$ cat src/rtl/poly_unpack_pkg.sv
// Shared types and constants for the streaming polynomial coefficient unpacker.
package poly_unpack_pkg;

  localparam int KYBER_Q = 3329;
  localparam int D_MAX   = 12;

  typedef enum logic [3:0] {
    D_4  = 4'd4,
    D_5  = 4'd5,
    D_10 = 4'd10,
    D_11 = 4'd11,
    D_12 = 4'd12
  } d_t;

  typedef enum logic {
    IDLE,
    RUN
  } state_t;

  function automatic bit is_legal_d(input logic [3:0] d);
    return d inside {D_4, D_5, D_10, D_11, D_12};
  endfunction

  // One full input beat plus one full output group at the widest coefficient.
  function automatic int max_buf_bits(input int in_bytes, input int out_n);
    return 8 * in_bytes + out_n * D_MAX;
  endfunction

endpackage

$ cat src/rtl/poly_unpack_lane_extract.sv
// Slices OUT_N coefficients of width d from the head of the bit buffer and
// zero-extends each into a COEF_W lane (coefficient 0 in the MSB lane).
module poly_unpack_lane_extract
  import poly_unpack_pkg::*;
#(
  parameter int OUT_N  = 8,
  parameter int COEF_W = 16
) (
  input  logic [OUT_N*D_MAX-1:0]  bits,
  input  logic [3:0]              d,
  output logic [OUT_N*COEF_W-1:0] lanes
);

  logic [D_MAX-1:0] v;

  // NOTE: every variable written here gets a default first, so no path can
  // leave one unassigned and infer a latch.
  always_comb begin
    lanes = '0;
    v     = '0;
    for (int k = 0; k < OUT_N; k++) begin
      case (d)
        D_4:     v = D_MAX'(bits[k*4 +: 4]);
        D_5:     v = D_MAX'(bits[k*5 +: 5]);
        D_10:    v = D_MAX'(bits[k*10 +: 10]);
        D_11:    v = D_MAX'(bits[k*11 +: 11]);
        D_12:    v = bits[k*12 +: 12];
        default: v = '0;
      endcase
      lanes[(OUT_N-1-k)*COEF_W +: COEF_W] = COEF_W'(v);
    end
  end

endmodule

$ cat src/rtl/poly_unpack_stream.sv
// Streaming byte-to-coefficient unpacker with per-polynomial framing.
// Optional range check on 12-bit lanes enabled by POLY_UNPACK_RANGE_CHECK_EN.
module poly_unpack_stream #(
  parameter int IN_BYTES = 12,
  parameter int OUT_N    = 8,
  parameter int COEF_W   = 16,
  parameter int N        = 256,
  parameter int KYBER_Q  = poly_unpack_pkg::KYBER_Q
) (
  input  logic                    clk,
  input  logic                    rst,
  input  logic [3:0]              d_sel,
  input  logic [8*IN_BYTES-1:0]   in_data,
  input  logic                    in_valid,
  output logic                    in_ready,
  output logic [OUT_N*COEF_W-1:0] out_data,
  output logic                    out_valid,
  input  logic                    out_ready,
  output logic                    out_last,
  output logic                    out_err
);
  import poly_unpack_pkg::*;

  localparam int IN_W   = 8 * IN_BYTES;
  localparam int LANE_W = OUT_N * D_MAX;
  localparam int BUF_W  = max_buf_bits(IN_BYTES, OUT_N);
  localparam int CNT_W  = $clog2(BUF_W + 1);
  localparam int CCNT_W = $clog2(N + 1);
  localparam int REM_W  = $clog2(N * D_MAX + 1);
  localparam int OUT_W  = OUT_N * COEF_W;

  if ((N % OUT_N) != 0 || KYBER_Q >= (1 << D_MAX)) begin : g_bad_cfg
    $error("poly_unpack_stream: unsupported parameter set");
  end

  state_t            state_q, state_n;
  logic [3:0]        d_q, d_n;
  logic [BUF_W-1:0]  bit_buf, buf_n, in_ext;
  logic [CNT_W-1:0]  count, count_n, kept, sh_out, grp_q, grp_n;
  logic [CCNT_W-1:0] coef_cnt, coef_n;
  logic [REM_W-1:0]  remaining;
  logic              in_fire, out_fire, out_valid_n, out_last_n;
  logic [OUT_W-1:0]  lanes_n;

  assign grp_q     = CNT_W'(OUT_N * int'(d_q));
  assign grp_n     = CNT_W'(OUT_N * int'(d_n));
  assign remaining = REM_W'((N - int'(coef_cnt)) * int'(d_q));

  // Stop accepting once the buffer already holds the rest of this polynomial.
  assign in_ready = (state_q == RUN)
                 && ((CNT_W'(BUF_W) - count) >= CNT_W'(IN_W))
                 && (REM_W'(count) < remaining);

  assign in_fire  = in_valid && in_ready;
  assign out_fire = out_valid && out_ready;

  // Byte 0 arrives at the MSB end; the buffer keeps the oldest bit at index 0.
  always_comb begin
    in_ext = '0;
    for (int i = 0; i < IN_BYTES; i++)
      in_ext[8*i +: 8] = in_data[8*(IN_BYTES-1-i) +: 8];
  end

  always_comb begin
    state_n = state_q;
    d_n     = d_q;
    buf_n   = bit_buf;
    count_n = count;
    coef_n  = coef_cnt;
    sh_out  = out_fire ? grp_q : '0;
    kept    = count - sh_out;
    case (state_q)
      IDLE: begin
        if (is_legal_d(d_sel)) begin
          state_n = RUN;
          d_n     = d_sel;
        end
      end
      RUN: begin
        buf_n   = (bit_buf >> sh_out) | (in_fire ? (in_ext << kept) : '0);
        count_n = kept + (in_fire ? CNT_W'(IN_W) : '0);
        if (out_fire)
          coef_n = coef_cnt + CCNT_W'(OUT_N);
        // Tail bits padding out the final input beat are dropped here.
        if (out_fire && out_last) begin
          state_n = IDLE;
          buf_n   = '0;
          count_n = '0;
          coef_n  = '0;
        end
      end
    endcase
  end

  assign out_valid_n = (state_n == RUN) && (count_n >= grp_n);
  assign out_last_n  = out_valid_n && (coef_n == CCNT_W'(N - OUT_N));

  poly_unpack_lane_extract #(
    .OUT_N  (OUT_N),
    .COEF_W (COEF_W)
  ) u_lane_extract (
    .bits  (buf_n[LANE_W-1:0]),
    .d     (d_n),
    .lanes (lanes_n)
  );

  // NOTE: state is updated with non-blocking assignments so every register
  // samples the pre-edge values regardless of statement order.
  always_ff @(posedge clk) begin
    if (rst) begin
      state_q   <= IDLE;
      d_q       <= D_12;
      bit_buf   <= '0;
      count     <= '0;
      coef_cnt  <= '0;
      out_valid <= 1'b0;
      out_last  <= 1'b0;
      out_data  <= '0;
    end else begin
      state_q   <= state_n;
      d_q       <= d_n;
      bit_buf   <= buf_n;
      count     <= count_n;
      coef_cnt  <= coef_n;
      out_valid <= out_valid_n;
      out_last  <= out_last_n;
      out_data  <= lanes_n;
    end
  end

`ifdef POLY_UNPACK_RANGE_CHECK_EN
  logic err_n;

  always_comb begin
    err_n = 1'b0;
    if (out_valid_n && d_n == D_12)
      for (int k = 0; k < OUT_N; k++)
        if (lanes_n[k*COEF_W +: COEF_W] >= COEF_W'(KYBER_Q))
          err_n = 1'b1;
  end

  always_ff @(posedge clk) begin
    if (rst) out_err <= 1'b0;
    else     out_err <= err_n;
  end
`else
  assign out_err = 1'b0;
`endif

endmodule

$ cat config.mk
export PLATFORM = sky130hd
export DESIGN_NAME = poly_unpack_stream
export DESIGN_NICKNAME = d
export VERILOG_FILES = /design/src/rtl/poly_unpack_pkg.sv /design/src/rtl/poly_unpack_lane_extract.sv /design/src/rtl/poly_unpack_stream.sv
export SDC_FILE = /design/constraint.sdc
export NUM_CORES = 2
export LEC_CHECK = 0
export CAP_MARGIN = 20
export CELL_PAD_IN_SITES_DETAIL_PLACEMENT = 1
export CELL_PAD_IN_SITES_GLOBAL_PLACEMENT = 2
export CORE_MARGIN = 2
export CORE_UTILIZATION = 29
export CTS_CLUSTER_DIAMETER = 80
export DETAILED_ROUTE_END_ITERATION = 7
export PLACE_DENSITY_LB_ADDON = 0.1
export SYNTH_ARGS = -nofsm -noshare
export SYNTH_HDL_FRONTEND = slang
export SYNTH_SLANG_ARGS = --single-unit
export TNS_END_PERCENT = 50
$ cat constraint.sdc
create_clock -name clk -period 18.31 [get_ports clk]
set_clock_uncertainty 0.2 [all_clocks]
set_input_delay 1.831 -clock clk [delete_from_list [all_inputs] [get_ports clk]]
set_output_delay 1.831 -clock clk [all_outputs]
set_load 0.02 [all_outputs]
## Word-level counts from Yosys, hierarchy flattened

Cells that the tools add are included.

- Order comparisons: 3
- Multipliers: 1
- $add $sub $neg: 5
- Shift operators: 2
- Equal/unequal tests: 11
- Divide/modulo/power cells: 0
- Muxes and demuxes: 23
- Bitwise gates (word level): 2
- Reductions and logical operators: 8

Operator list:

| cell | number |
|---|---|
| $pmux W12 S5 | 8 |
| $mux W192 | 2 |
| $or A192 B192 Y192 | 1 |
| $shl A96 B8 Y192 | 1 |
| $shr A192 B7 Y192 | 1 |
| $mux W96 | 1 |
| $mux W9 | 3 |
| $eq A4 B4 Y1 const B | 6 |
| $eq A4 B3 Y1 const B | 4 |
| $mux W8 | 2 |
| $mux W7 | 2 |
| $lt A8 B12 Y1 | 1 |
| $mul A10 B5 Y12 | 1 |
| $sub A9 B9 Y10 const A | 1 |
| $add A9 B4 Y9 const B | 1 |
| $eq A9 B8 Y1 const B | 1 |
| $add A8 B7 Y8 | 1 |
| $ge A8 B7 Y1 | 1 |
| $ge A8 B7 Y1 const B | 1 |
| $mux W4 | 2 |
| $sub A8 B7 Y8 | 1 |
| $sub A8 B8 Y8 const A | 1 |
| $logic_and A1 B1 Y1 | 7 |
| $reduce_bool A5 Y1 | 1 |
| other kinds (3) | 4 |

- Bits of input ports: 104
- Register bits after elaboration: 344
- RAM bits: 0
- Output and inout port bits: 132
- Bits in read-only memories: 0
- Bits in latches: 0
- Memories kept: 0

## Longest topological paths before layout

- Depth after elaboration: 12
- Depth in mapped cells: 30

## By module

A second synthesis with hierarchy kept.

- Cells, all modules: 4215
- Area total of the unflattened synthesis: 35132.4 µm²

Modules (own cells, without submodules):

| module | area an instance (µm²) | cells an instance | times used | seq. area each (µm²) |
|---|---|---|---|---|
| poly_unpack_stream | 32407.3 | 3869 | 1 | 6886.6 |
| poly_unpack_lane_extract | 2725.1 | 346 | 1 | 0.0 |

## Worst setup path before layout

OpenSTA, ideal clock, no wires.

- Path kind: input port to flip-flop
- From: in out_ready
- To: reg out_last
- Stages on the path: 26
- Setup time: 61 ps
- Required time: 18049 ps
- Path buffers: 11
- Path slack: 10758 ps
- Arrival: 7291 ps
- Cell sequence: nand3_1 > buf_2 > inv_1 > buf_2 > buf_2 > buf_2 > buf_1 > ha_1 > inv_1 > fa_1 > xnor2_1 > clkinv_1 > buf_2 > buf_2 > buf_2 > buf_2 > buf_1 > buf_2 > ha_1 > inv_1 > fa_1 > o2bb2ai_1 > ha_1 > o21ai_0 > a311oi_1 > and4_1

- Cells in the longest elaborated chain, start to end: 9
- Elaborated cells between the ends (all ways): 16
- Those cells by class: 2 x add/sub; 1 x order compare; 1 x eq/ne; 8 x mux; 4 x reduce/logical

RTL lines:

| what | RTL line | RTL |
|---|---|---|
| from (decl) | poly_unpack_stream.sv:18 | `input logic out_ready,` |
| $logic_and A1 B1 Y1 (*) | poly_unpack_stream.sv:55 | `assign out_fire = out_valid && out_ready;` |
| $mux W7 | poly_unpack_stream.sv:70 | `sh_out = out_fire ? grp_q : '0;` |
| $sub A8 B7 Y8 | poly_unpack_stream.sv:71 | `kept = count - sh_out;` |
| $add A8 B7 Y8 | poly_unpack_stream.sv:81 | `count_n = kept + (in_fire ? CNT_W'(IN_W) : '0);` |
| $mux W8 (*) | poly_unpack_stream.sv:85 | `if (out_fire && out_last) begin` |
| $mux W8 (*) | poly_unpack_stream.sv:72 | `case (state_q)` |
| named net count_n[6] | poly_unpack_stream.sv:39 | `logic [CNT_W-1:0] count, count_n, kept, sh_out, grp_q, grp_n;` |
| $ge A8 B7 Y1 (*) | poly_unpack_stream.sv:95 | `assign out_valid_n = (state_n == RUN) && (count_n >= grp_n);` |
| $logic_and A1 B1 Y1 (*) | poly_unpack_stream.sv:95 |  |
| $logic_and A1 B1 Y1 (*) | poly_unpack_stream.sv:96 | `assign out_last_n = out_valid_n && (coef_n == CCNT_W'(N - OUT_N));` |
| to (signal assigned) | poly_unpack_stream.sv:126 | `out_last <= out_last_n;` |
| to (decl) | poly_unpack_stream.sv:19 | `output logic out_last,` |

The timed path passes the listed nets; every way through them passes the cells marked *.
A chain may end at the register's enable or synchronous reset.

## Worst setup path in the final report

- From: in out_ready
- To: reg out_data[19]

- Cells in the longest elaborated chain, start to end: 9
- Elaborated cells between the ends (all ways): 11
- Those cells by class: 1 x add/sub; 2 x shift; 5 x mux; 1 x bitwise; 2 x reduce/logical

RTL lines:

| what | RTL line | RTL |
|---|---|---|
| $logic_and A1 B1 Y1 (*) | poly_unpack_stream.sv:55 |  |
| $mux W7 | poly_unpack_stream.sv:70 |  |
| $sub A8 B7 Y8 | poly_unpack_stream.sv:71 |  |
| $shl A96 B8 Y192 | poly_unpack_stream.sv:80 | `buf_n = (bit_buf >> sh_out) \| (in_fire ? (in_ext << kept) : '0);` |
| $mux W192 | poly_unpack_stream.sv:80 |  |
| $or A192 B192 Y192 | poly_unpack_stream.sv:80 |  |
| $mux W192 (*) | poly_unpack_stream.sv:85 |  |
| $mux W96 (*) | poly_unpack_stream.sv:72 |  |
| $pmux W12 S5 (*) | poly_unpack_lane_extract.sv:22 | `case (d)` |
| to (signal assigned) | poly_unpack_stream.sv:127 | `out_data <= lanes_n;` |
| to (decl) | poly_unpack_stream.sv:16 | `output logic [OUT_N*COEF_W-1:0] out_data,` |

Every way passes the cells marked *; elsewhere a longest branch is shown, timed or not.

==> flow_summary.json <==
{
  "dp_hpwl_mm": 167,
  "maxCapViolations": 0,
  "tritoncts": "yes",
  "first_pass_iters": 8,
  "synth_cell_types": 89,
  "initial_core_util": 0.291,
  "detail-route-antenna-nets": 0,
  "vias_per_cell": 6.44,
  "synth_top_area_frac": 0.191,
  "clk_path_buf_depth": 3,
  "drive_above_1_share": 0.136,
  "ys_seq_area_frac": 0.191,
  "crit_type": "input pin to flip-flop",
  "ys_ff_latch": 312,
  "arrival_ps": 8970,
  "grt_setup_unrepaired": "no",
  "path_common_cell": "buf_4",
  "hold_class": "flip-flop to flip-flop",
  "drt_first_iter_violations": 4674,
  "synthTopCellsByArea": "dfxtp_1 (19%), mux2i_1 (15%), mux4_2 (12%)",
  "startpoint_type": "input pin",
  "synthFlopType": "dfxtp_1",
  "post_cts_buffers": 0,
  "synth_edf_count": 0,
  "max_freq_mhz": 116,
  "core-area_sq_mm": 0.112,
  "die_area_sq_mm": 0.115,
  "wl_per_cell_um": 39.0,
  "synthArstFlopShare": 0,
  "dp_slack_ps": 9220,
  "n_fill_cell": 13201,
  "vias": 36041,
  "grt-ovfl-total": 0,
  "cts_resized": 0,
  "critPathCaptureType": "flip-flop",
  "yosysTopAreaCell": "dfxtp_1",
  "holdBufCountCts": 0,
  "grt_pass1_wl_mm": 299,
  "status": "finished, final reports clean",
  "crit_fanout": 58,
  "yosys_warnings": 0,
  "min_period_ps": 8640,
  "finalPower_w": 0.00238,
  "path_clk_slew_ps": 60,
  "cp_slowest_cell": "nor3_1",
  "irDropWorstVdd_mv": 0.0573,
  "track_usage": 0.364,
  "finalSetupTns_ps": 0,
  "die_w_um": 340,
  "wl_mm": 218,
  "finalCritPeriodShare": 0.472,
  "io_buffer_count": 202,
  "maxSlewViolCount": 0,
  "cpPeakStageDelay_ps": 870,
  "num_rows": 123,
  "pin_count": 236,
  "grt_pass1_vias": 35201,
  "htree_levels": 2,
  "cellPowerDensity_mw_per_mm2": 62.9,
  "numCtsBuffers": 47,
  "clock_latency_ps": 680,
  "cts_root_buf": "clkbuf_16",
  "tightest_slew_ps": 1310,
  "routabilityCongestion": 0.995,
  "required_ps": 18630,
  "worstPathCellList": "clkdlybuf4s50_1, and3_4, buf_4, inv_4, fa_4, xnor2_2, buf_4, inv_4, buf_4, nor2_1, buf_4, a32o_1, nor3_1, o21ai_0, o21ai_0, o221ai_1",
  "cts_num_sinks": 312,
  "grt_max_degree": 104,
  "area_growth_pct": 15.8,
  "nets": 4217,
  "syn_area_sq_mm": 0.0327,
  "setup_ws_ps": 9670,
  "antenna_found_initial": 9,
  "setup_viol": 0,
  "hold_violations": 0,
  "drc": 0,
  "maxSlewHeadroom": 0.118,
  "syn_inst": 4043,
  "fp.dieH_um": 340,
  "power.leakage_nw": 14.4,
  "syn_avg_cell_area_sq_um": 8.08
}
## final timing paths
check	startpoint	to	slack, ps	cells after the start
min reg2reg	bit_buf[156]	bit_buf[156]	280	2
max	out_ready	out_data[19]	9670	16
min	bit_buf[156]	bit_buf[156]	280	2
max reg2reg	coef_cnt[0]	out_last	10160	32
## state kept, by name (all words and copies together) (netlist names)
register	flops
out_data	96
out_valid	1
coef_cnt	9
d_q	4
out_last	1
bit_buf	192
state_q	1
count	8
## kinds of logic (layout without fill, tap and decap cells)
family	Yosys count	count (layout)	share of synthesized area
AOI/OAI and AO/OA	1121	1121	0.226
xor gates and xnor gates	21	21	0.00666
adders and majority gates	58	58	0.0263
buffers and inverters	496	514	0.0678
DFF	312	312	0.191
muxes	765	765	0.311
other	1	39	0.000115
and+or+nand+nor	1269	1269	0.171
## worst max-delay path, delay by kind of cell
family | cells | cell delay, ps
compound gates | 4 | 1690
xor+xnor | 1 | 150
fa+ha+maj | 1 | 580
buf+inv | 7 | 3350
simple gates | 3 | 1170
## synthesized netlist by cell type (13+ instances only)
library cell / n
a31oi_1: 38
a221oi_1: 20
ha_1: 40
a211oi_1: 48
or3_1: 15
a21oi_1: 204
buf_2: 85
inv_1: 81
dfxtp_1: 312
clkbuf_1: 194
and3_1: 24
nor3_1: 63
a21o_1: 19
and2_1: 53
o22ai_1: 85
fa_1: 18
mux4_2: 174
a22oi_1: 81
a32oi_1: 47
nor2b_1: 98
mux2i_1: 477
buf_4: 37
o21a_1: 20
a22o_1: 30
nor2_1: 300
a222oi_1: 13
nand3_1: 87
o211ai_1: 77
buf_1: 75
o221ai_1: 18
o21ai_0: 288
nand2b_1: 15
mux2_2: 100
xnor2_1: 16
nand2_1: 583
## routing by layer
layer  vias to the layer above  part of all wire  GRT usage
met5                         -           0.00032          0
met4                         4             0.054      0.169
met3                       376             0.092     0.0824
met2                      1977              0.42      0.535
met1                     18589              0.43      0.504
li1                      15095                 -          -
## cell usage in the layout (no fill, tap or decap), types with 13 or more instances in the layout
| cell | n |
|---|---|
| and2_1 | 53 |
| mux2i_1 | 476 |
| nor2_1 | 294 |
| a21oi_1 | 203 |
| o21ai_0 | 272 |
| a221oi_1 | 20 |
| o21ai_1 | 18 |
| a21o_1 | 19 |
| o211ai_1 | 77 |
| nor2b_1 | 98 |
| o22ai_1 | 85 |
| o221ai_1 | 18 |
| a222oi_1 | 13 |
| a22oi_1 | 81 |
| mux4_2 | 174 |
| nand2b_1 | 14 |
| ha_1 | 39 |
| xnor2_1 | 15 |
| nand3_1 | 86 |
| o21a_1 | 20 |
| clkbuf_16 | 47 |
| buf_4 | 129 |
| or3_1 | 15 |
| a22o_1 | 30 |
| nand2_1 | 582 |
| conb_1 | 33 |
| a31oi_1 | 38 |
| inv_1 | 78 |
| dfxtp_1 | 308 |
| clkdlybuf4s50_1 | 201 |
| nor3_1 | 61 |
| fa_1 | 17 |
| and3_1 | 21 |
| a211oi_1 | 47 |
| mux2_2 | 100 |
| a32oi_1 | 47 |
## cell type report
cell class | instances | area (sq um) | area share
Multi-Input combinational cell | 3267 | 24500 | 0.648
Sequential cell | 312 | 6260 | 0.165
Timing Repair Buffer | 335 | 3070 | 0.0810
Tap cell | 1500 | 1880 | 0.0496
Clock buffer | 55 | 1260 | 0.0332
Clock inverter | 32 | 500 | 0.0132
Inverter | 92 | 363 | 0.00959
Antenna cell | 6 | 15.0 | 0.000397
## metrics by stage
stage	cell area (sq um)	std cells	hold WS (ps)	util
global placement	36000	5497	271	0.321
floorplan	32800	4075	235	-
finish	37900	5599	283	0.337
global route	37800	5593	302	0.337
CTS	37800	5590	284	0.337
detailed placement	36000	5503	271	0.321
## power breakdown
part,internal [W],switching [W],total (W)
Combinational,0.000159,0.000463,0.000622
Sequential,0.000687,0.0000135,0.000701
Clock,0.000640,0.000418,0.00106
Total,0.00149,0.000894,0.00238
(Power assumes the default switching activity.)
